**config.mk**
```make
export PLATFORM = sky130hd
export DESIGN_NAME = pipe_perf_monitor
export DESIGN_NICKNAME = d
export VERILOG_FILES = /design/src/rtl/pipe_perf_monitor_pkg.sv /design/src/rtl/perf_counter.sv /design/src/rtl/pipe_perf_monitor.sv
export SDC_FILE = /design/constraint.sdc
export NUM_CORES = 1
export LEC_CHECK = 0
export CORE_MARGIN = 4
export CORE_UTILIZATION = 35
export CTS_CLUSTER_DIAMETER = 50
export DETAILED_ROUTE_END_ITERATION = 7
export DONT_BUFFER_PORTS = 1
export PLACE_DENSITY_LB_ADDON = 0.3
export SLEW_MARGIN = 20
export SYNTH_ARGS = -nofsm -noshare
export SYNTH_HDL_FRONTEND = slang
export SYNTH_SLANG_ARGS = --single-unit
```
**constraint.sdc**
```tcl
create_clock -name clk_i -period 4.82 [get_ports clk_i]
set_clock_uncertainty 0.2 [all_clocks]
set_input_delay 1.205 -clock clk_i [delete_from_list [all_inputs] [get_ports clk_i]]
set_output_delay 1.205 -clock clk_i [all_outputs]
set_load 0.02 [all_outputs]
```
**src/rtl/pipe_perf_monitor_pkg.sv**
```systemverilog
// Shared types and constants for the pipeline performance monitor.
// Covers the run-state encoding and the counter overflow modes.
package pipe_perf_monitor_pkg;

    typedef enum logic [1:0] {
        ST_IDLE = 2'd0,
        ST_RUN  = 2'd1,
        ST_DONE = 2'd2
    } state_t;

    localparam int MODE_WRAP = 0;
    localparam int MODE_SAT  = 1;

endpackage

```
**src/rtl/perf_counter.sv**
```systemverilog
// Single performance counter with a sticky overflow flag.
// Past all-ones it either wraps to zero or holds at all-ones.
module perf_counter
    import pipe_perf_monitor_pkg::*;
#(
    parameter int CNT_W = 32,
    parameter int SAT   = MODE_WRAP
) (
    input  logic             clk,
    input  logic             rst,
    input  logic             clr,
    input  logic             inc,
    output logic [CNT_W-1:0] value,
    output logic             ovf
);

    logic [CNT_W-1:0] value_reg;
    logic             ovf_reg;
    logic             at_max;

    assign at_max = &value_reg;

    // clr outranks inc, so a same-cycle event is dropped and the counter ends at 0
    always_ff @(posedge clk) begin
        if (rst || clr) begin
            value_reg <= '0;
            ovf_reg   <= 1'b0;
        end else if (inc) begin
            if (at_max) begin
                ovf_reg   <= 1'b1;
                value_reg <= (SAT == MODE_SAT) ? value_reg : '0;
            end else begin
                value_reg <= value_reg + CNT_W'(1);
            end
        end
    end

    assign value = value_reg;
    assign ovf   = ovf_reg;

endmodule

```
**src/rtl/pipe_perf_monitor.sv**
```systemverilog
// Counts qualified pipeline events and run cycles, stops at an optional
// cycle limit, and exposes the counters through a snapshot/select read port.
module pipe_perf_monitor
    import pipe_perf_monitor_pkg::*;
#(
    parameter int N_EV    = 4,
    parameter int CNT_W   = 32,
    parameter int SAT     = MODE_WRAP,
    parameter int MAX_CYC = 0,
    localparam int SEL_W  = $clog2(N_EV + 1)
) (
    input  logic             clk_i,
    input  logic             rst_i,
    input  logic             start_i,
    input  logic             clear_i,
    input  logic [N_EV-1:0]  event_i,
    input  logic             snap_i,
    input  logic [SEL_W-1:0] rd_sel_i,
    output logic [CNT_W-1:0] rd_data_o,
    output logic [CNT_W-1:0] cycle_o,
    output logic [N_EV:0]    ovf_o,
    output logic             done_o,
    output logic             running_o
);

    localparam logic [CNT_W-1:0] LIMIT_M1 = CNT_W'(MAX_CYC - 1);

    state_t           state_reg;
    state_t           state_next;
    logic             in_run;
    logic             limit_hit;
    logic [N_EV:0]    inc;
    logic [N_EV:0]    ovf;
    logic [CNT_W-1:0] live [N_EV+1];
    logic [CNT_W-1:0] shadow_reg [N_EV+1];
    logic [CNT_W-1:0] rd_data_reg;

    assign in_run = (state_reg == ST_RUN);

    // Index N_EV is the cycle counter; it advances on every RUN cycle
    generate
        for (genvar gi = 0; gi < N_EV; gi++) begin : g_ev_inc
            assign inc[gi] = in_run && event_i[gi];
        end
    endgenerate
    assign inc[N_EV] = in_run;

    generate
        for (genvar gi = 0; gi <= N_EV; gi++) begin : g_cnt
            perf_counter #(
                .CNT_W (CNT_W),
                .SAT   (SAT)
            ) u_cnt (
                .clk   (clk_i),
                .rst   (rst_i),
                .clr   (clear_i),
                .inc   (inc[gi]),
                .value (live[gi]),
                .ovf   (ovf[gi])
            );
        end
    endgenerate

    // The limit is reached in the RUN cycle whose increment lands on MAX_CYC
    assign limit_hit = (MAX_CYC != 0) && in_run && (live[N_EV] == LIMIT_M1);

    always_ff @(posedge clk_i) begin
        if (rst_i) begin
            state_reg <= ST_IDLE;
        end else begin
            state_reg <= state_next;
        end
    end

    always_comb begin
        state_next = state_reg;
        case (state_reg)
            ST_IDLE: if (start_i && !clear_i) state_next = ST_RUN;
            ST_RUN: begin
                if (limit_hit && !clear_i) begin
                    state_next = ST_DONE;
                end else if (!start_i) begin
                    state_next = ST_IDLE;
                end
            end
            ST_DONE: if (clear_i) state_next = ST_IDLE;
            default: state_next = ST_IDLE;
        endcase
    end

    always_comb begin
        running_o = (state_reg == ST_RUN);
        done_o    = (state_reg == ST_DONE);
    end

    // Shadows take the registered live value, i.e. before this cycle's clear/increment
    generate
        for (genvar gi = 0; gi <= N_EV; gi++) begin : g_shadow
            always_ff @(posedge clk_i) begin
                if (rst_i) begin
                    shadow_reg[gi] <= '0;
                end else if (snap_i) begin
                    shadow_reg[gi] <= live[gi];
                end
            end
        end
    endgenerate

    always_ff @(posedge clk_i) begin
        if (rst_i) begin
            rd_data_reg <= '0;
        end else if (rd_sel_i <= SEL_W'(N_EV)) begin
            rd_data_reg <= shadow_reg[rd_sel_i];
        end else begin
            rd_data_reg <= '0;
        end
    end

    assign rd_data_o = rd_data_reg;
    assign cycle_o   = live[N_EV];
    assign ovf_o     = ovf;

endmodule

```
==> summary.md, run 1 <==
| Metric | Value |
|---|---|
| Outcome | finished, final reports clean |
| RR Startpoint | g_cnt[4].u_cnt.value[0] |
| RSZ-0062 raised after global routing | false |
| Die width | 218 um |
| Clock Pin Slew Worst Setup and Hold Paths | around 0.06 ns |
| Gr usage total | around 15% |
| LEAKAGE | slightly below 6 nW |
| Die area | approximately 0.047 mm^2 |
| Register area share after synthesis | between 50 and 60% |
| IO Pins | 83 |
| Number of clock sinks | 358 |
| Final GP Congestion | ~0.84 |
| Area grow syn2layout | 11.2% |
| Reg2reg end | g_cnt[4].u_cnt.value[29] |
| Endpoints failing hold | 0 |
| WS Path Type | reg2reg |
| Hold WS | 0.280 ns |
| VDD IR-drop max | ~0.23 mV |
| Core footprint | roughly 0.043 mm^2 |
| Delay-heaviest family, CP | simple AND/OR/NAND/NOR gates |
| YS warnings | 0 |
| Worst Path Max Fanout | 27 |
| Final setup fails | 0 |
| Setup repair bufs after CTS | 0 |
| Clock latency at the later pin of the worst-skew pair | between 0.5 and 0.6 ns |
| Synth top area share | between 30% and 40% |
| Clock tree buffer depth | 3 |
| Sum Neg Setup Slack | 0 ns |
| Fin nets | between 1,000 and 1,500 |
| Average wire per standard cell | about 18 um |
| Max Fclk | between 300 and 400 MHz |
| Async SR Flop Fraction | 0% |
| Hold path start | shadow_reg[4][16] |
| Synth area leader | edfxtp_1 |
| Mean area per synthesized cell | roughly 11 um^2 |
| Worst min-delay path category | reg2reg |
| Vias per inst | 4.95 |
| Synth area leaders | edfxtp_1 31%, dfxtp_1 26%, and2_1 6.9% |
| Global-route wire length before repair | roughly 55,000 um |
| Initial antenna violation count | 0 |
| TritonCTS clock tree | done |
| Placement row count | 76 |
| Worst reg2reg setup slack | about 1.7 ns |
| Port Buf Inserts | 0 |
| Worst EP required | between 5 and 6 ns |
| Fin crit share | approximately two thirds |
| Die H | about 220 um |
| Ant diodes | 0 |
| Most instantiated cells after synthesis | 208 x nor2_1, 198 x dfxtp_1, 169 x and2_1, 160 x edfxtp_1, 98 x xor2_1 |
| Cells after Synth | ~1,400 |
| Syn nets | between 1,000 and 1,500 |
| Slowest stage cell, crit path | nor4_4 |
| Worst-case hold path end point | rd_data_o[16] |
| Total Wirelength | 35,000 um |
| #FFs+latches synth | ~360 |
| # DRC | 0 |
| Startpoint Class | register |
| Crit-path cells | ha_1 > nand4_1 > nor4_4 > nand3_1 > nand2_2 > o21ba_2 |
| Cts repair resizes | 0 |
| PwrDens | approximately 370 mW/mm^2 |
| Top-count cell post-synth | nor2_1 |
| Pin count of the biggest net entering global routing | 59 |
| Initial DRT Pass Iterations | 5 |
| Initial Util | a little over a third |
| Root Buffer | clkbuf_16 |
| Worst Max-Slew Pin Slew | 1.03 ns |
| Relative slew slack | a little under a third |
| Crit path capture type | register |
| Max-cap viol count | 0 |
| DP HPWL | ~25,000 um |
| Vias in the first global route | around 9,500 |
| H-tree levels | 2 |
| CP arrival | 3.36 ns |
| WHS Path Cells | 2 |
| Synth Flop Type | dfxtp_1 |
| Slowest stage delay, CP | 0.72 ns |
| DRT iter0 DRCs | around 580 |
| Total gr overflow | 0 |
| Fraction of layout cells with a size suffix above 1 | a little under a tenth |
| Final Critical Period | between 3 and 4 ns |
| Netlist area before placement | approximately 0.015 mm^2 |
| Fin. max-slew vios | 0 |
| FF-to-FF path depth | 6 |
| Cts hold-fix bufs | 0 |
| Num CTS Buffers | 40 |
| Via count | ~9,700 |
| CP Buf/Inv Count | 0 |
| Number of enable flip-flop cells after synthesis | 160 |
| Routed Antenna Nets | 0 |
| Post-synth cell types | 54 |
-- through the flow --
| stage | setup slack, ns | power, mW | instances | area [um^2] | utilization (%) |
|---|---|---|---|---|---|
| floorplan | 1.00 | 3.49 | 1367 | 15400 | - |
| global placement | 1.25 | 3.54 | 1897 | 16000 | 36.8 |
| detailed placement | 1.19 | 3.55 | 1897 | 16000 | 36.8 |
| CTS | 1.59 | 6.37 | 1967 | 17100 | 39.5 |
| global route | 1.36 | 6.50 | 1967 | 17100 | 39.5 |
| finish | 1.68 | 6.29 | 1967 | 17100 | 39.5 |
-- tightest hold or removal path: cells and delay by family, from the launching register on --
family           cells  cell delay [ns]
flip-flops           1             0.32
multiplexers         1             0.06
AND/OR/NAND/NOR      1             0.07
-- cell usage in the layout (no fill, tap or decap), types with 9 or more instances in the layout --
| cell type | instances |
|---|---|
| and2_1 | 169 |
| and3_1 | 18 |
| and4_1 | 14 |
| buf_4 | 10 |
| clkbuf_1 | 13 |
| clkbuf_16 | 42 |
| clkinv_2 | 9 |
| dfxtp_1 | 198 |
| edfxtp_1 | 160 |
| inv_1 | 15 |
| mux2i_1 | 33 |
| mux4_2 | 32 |
| nand2_1 | 51 |
| nand3_1 | 76 |
| nand4_1 | 62 |
| nor2_1 | 207 |
| nor3_1 | 25 |
| nor4_1 | 14 |
| xnor2_1 | 46 |
| xor2_1 | 98 |
-- power by group --
| part | internal, mW | leakage (nW) | switching (mW) |
|---|---|---|---|
| combinational | 0.0685 | 2.01 | 0.114 |
| clock | 1.63 | 0.593 | 1.18 |
| sequential | 3.25 | 3.35 | 0.0499 |
-- worst max path at each step --
stage	from	end	slack (ns)	depth (start not counted)
2_1_floorplan	rst_i	shadow_reg[0][0]	1.00	1
3_3_place_gp	event_i[0]	g_cnt[0].u_cnt.value[23]	1.25	5
3_5_place_dp	event_i[0]	g_cnt[0].u_cnt.value[18]	1.19	5
4_1_cts	g_cnt[4].u_cnt.value[0]	g_cnt[4].u_cnt.value[29]	1.59	6
5_1_grt	state_reg[0]	g_cnt[0].u_cnt.value[2]	1.36	5
6_report	g_cnt[4].u_cnt.value[0]	g_cnt[4].u_cnt.value[29]	1.68	6
-- cell families (layout without fill, tap and decap cells) --
logic type,Yosys count,after routing,synth area share (%)
AND/OR/NAND/NOR,683,683,23.9
flip-flops,358,358,56.9
XOR/XNOR,144,144,8.18
buffers and inverters,83,98,2.64
multiplexers,65,65,6.82
AO/OA/AOI/OAI,28,28,1.20
adder cells (fa/ha/maj),5,5,0.406
other,1,1,0.0243
-- layout make-up --
type                       count  area (um^2)
clock buffer                  57         1130
inverter                      15         56.3
sequential                   358         8770
multi-input combinational    926         6260
timing repair buffer          13          135
tap                          585          732
fill                        4172        26200
clock inverter                13         71.3
-- layer usage --
metal | global-route usage (%) | share of wire, % | vias to the layer above
met5 | 0 | 0 | -
met4 | 4.23 | 2.4 | 0
met3 | 3.39 | 5.5 | 55
met2 | 23.8 | 46 | 214
met1 | 19.7 | 46 | 4732
li1 | - | - | 4743
Power figures use the tool's default switching activity.
==> run 2, diff against run 1 <==
==> constraint.sdc (replaced) <==
create_clock -name clk_i -period 3.1 [get_ports clk_i]
set_clock_uncertainty 0.2 [all_clocks]
set_input_delay 0.775 -clock clk_i [delete_from_list [all_inputs] [get_ports clk_i]]
set_output_delay 0.775 -clock clk_i [all_outputs]
set_load 0.02 [all_outputs]
==> run 2 against run 1 <==
Effect of this change:
- sequential cell count unchanged
- clock-buffer cell count fell by 6
- hold slack lost 0.17 ns
- sequential power grew 56%
- largest cell class unchanged
- largest power group unchanged
==> summary.md, run 2 (same netlist as run 1, synthesis figures left out) <==
| Metric | Value |
|---|---|
| Cts repair resizes | 0 (unchanged) |
| Die area | 0.0475 mm^2 (unchanged) |
| Worst Setup SP | g_cnt[1].u_cnt.value[18] |
| RR Startpoint | g_cnt[1].u_cnt.value[18] |
| Number of clock sinks | 358 (unchanged) |
| FF-to-FF path depth | 6 (unchanged) |
| Reg2reg end | g_cnt[1].u_cnt.value[21] |
| # DRC | 0 (unchanged) |
| CP arrival | 2.90 ns (-0.46 ns) |
| Endpoints failing hold | 0 (unchanged) |
| Ant diodes | 0 (unchanged) |
| IO Pins | 83 (unchanged) |
| Finished layout cell area | 0.0176 mm^2 (+2.7%) |
| LEAKAGE | 6.22 nW (+4.5%) |
| Placement row count | 76 (unchanged) |
| Fin crit share | 87.1% (+22 points) |
| Max-cap viol count | 0 (unchanged) |
| PwrDens | 587 mW/mm^2 (+60%) |
| Crit-path cells | nand4_1 > nor4_1 > nand3_1 > o21ai_4 > buf_4 > nor2_1 |
| Slowest stage delay, CP | 0.67 ns (-0.05 ns) |
| Root Buffer | clkbuf_16 |
| VDD IR-drop max | 0.304 mV (+32%) |
| Gr usage total | 15.3% (+0.59 points) |
| Fraction of layout cells with a size suffix above 1 | 12.2% (+2.8 points) |
| Port Buf Inserts | 0 (unchanged) |
| Clock tree buffer depth | 3 (unchanged) |
| Sum Neg Setup Slack | 0 ns (unchanged) |
| Final setup fails | 0 (unchanged) |
| H-tree levels | 2 (unchanged) |
| Die H | 218 um (unchanged) |
| Filler cells | 4,121 (-1.2%) |
| Crit path depth | 6 (unchanged) |
| Area occupied by registers | 0.00877 mm^2 (unchanged) |
| Initial DRT Pass Iterations | 5 (unchanged) |
| Fin. max-slew vios | 0 (unchanged) |
| Fin nets | 1,406 (+2.6%) |
| Slowest stage cell, crit path | nor4_1 |
| Area of the multi-input gates | 0.00626 mm^2 (unchanged) |
| Worst min-delay path category | in2reg |
| Cts hold-fix bufs | 0 (unchanged) |
| Worst Path Max Fanout | 22 (-19%) |
| Vias in the first global route | 9,663 (+1.5%) |
| Global-route wire length before repair | 57,200 um (+3.8%) |
| Core footprint | 0.0434 mm^2 (unchanged) |
| Max Fclk | 371 MHz (+16%) |
| DP HPWL | 25,600 um (+4.1%) |
| Clock Pin Slew Worst Setup and Hold Paths | 0.06 ns (about the same) |
| TritonCTS clock tree | done |
| Outcome | finished, final reports clean |
| Initial Util | 35.6% (unchanged) |
| RSZ-0062 raised after global routing | false |
| Clock latency at the later pin of the worst-skew pair | 0.53 ns (about the same) |
| Worst reg2reg setup slack | 0.40 ns (-1.28 ns) |
| Pin count of the biggest net entering global routing | 91 (+54%) |
| Commonest non-fill, non-tap cell in the layout | nor2_1 |
| Num CTS Buffers | 42 (+5.0%) |
| Core Util, Final | 40.6% (+1.1 points) |
| Final Critical Period | 2.70 ns (-0.441 ns) |
| Average wire per standard cell | 18.2 um (+2.3%) |
| Most frequent cells in the layout | 207 x nor2_1, 198 x dfxtp_1, 169 x and2_1 |
| Routed Antenna Nets | 0 (unchanged) |
| Worst EP required | 3.30 ns (-1.74 ns) |
| DRT iter0 DRCs | 725 (+25%) |
| Delay-heaviest family, CP | simple AND/OR/NAND/NOR gates |
| Vias per inst | 4.99 (+0.72%) |
| Pre-CTS setup slack | 0.353 ns (-0.840 ns) |
| Total gr overflow | 0 (unchanged) |
| Placed cell area | 0.0162 mm^2 (+1.7%) |
| Setup crit end | g_cnt[1].u_cnt.value[21] |
| CP Buf/Inv Count | 1 (+1) |
| Startpoint Class | register |
| Total Wirelength | 36,500 um (+4.4%) |
| Area grow syn2layout | 14.2% |
| Via count | 10,000 (+2.8%) |
| Initial antenna violation count | 0 (unchanged) |
| Relative slew slack | 52.6% (+22 points) |
| WS Path Type | reg2reg |
| Final GP Congestion | 0.831 (-0.91%) |
| Worst Max-Slew Pin Slew | 0.705 ns (-0.327 ns) |
| Setup repair bufs after CTS | 0 (unchanged) |
| Worst Slack Setup Final | 0.401 ns (-1.28 ns) |
| Die width | 218 um (unchanged) |
| Crit path capture type | register |
-- run 2: metal layers --
metal	wire length, um	vias to the layer above	track usage [%]
li1	-	4817	-
met5	0	-	0
met4	945	0	4.78
met3	2220	64	3.39
met1	16900	4870	21.2
met2	16500	263	23.8
-- run 2: worst register-to-register path, cell delays in order, from the launching register on --
cell and delay [ns]:
dfxtp_1 0.42, nand4_1 0.16, nor4_1 0.67, nand3_1 0.37
o21ai_4 0.35, buf_4 0.32, nor2_1 0.09
-- run 2: power by group --
group | switching (mW) | leakage [nW] | internal, mW
combinational | 0.185 | 2.19 | 0.117
sequential | 0.0762 | 3.35 | 5.04
clock | 1.99 | 0.682 | 2.93
-- run 2: cell type report --
type | instances | share of cell area (%)
timing repair buffer | 46 | 2.32
multi-input combinational | 926 | 35.5
inverter | 15 | 0.320
sequential | 358 | 49.8
clock buffer | 51 | 6.57
clock inverter | 26 | 1.33
tap | 585 | 4.16
-- run 2: through the flow --
step	cells	power [mW]	hold slack, ns
floorplan	1367	5.43	0.226
global placement	1930	5.52	0.264
detailed placement	1930	5.53	0.272
CTS	2007	10.5	0.0795
global route	2007	10.7	0.0938
finish	2007	10.3	0.111
-- run 2: worst min path at each step --
| stage | end | slack [ns] | start | cells after the start |
|---|---|---|---|---|
| 3_5_place_dp | rd_data_o[28] | 0.27 | shadow_reg[4][28] | 2 |
| 6_report | state_reg[0] | 0.11 | rst_i | 1 |
| 2_1_floorplan | g_cnt[3].u_cnt.ovf | 0.23 | g_cnt[3].u_cnt.ovf | 2 |
| 4_1_cts | state_reg[0] | 0.08 | rst_i | 1 |
| 5_1_grt | state_reg[0] | 0.09 | rst_i | 1 |
| 3_3_place_gp | rd_data_o[29] | 0.26 | shadow_reg[4][29] | 2 |
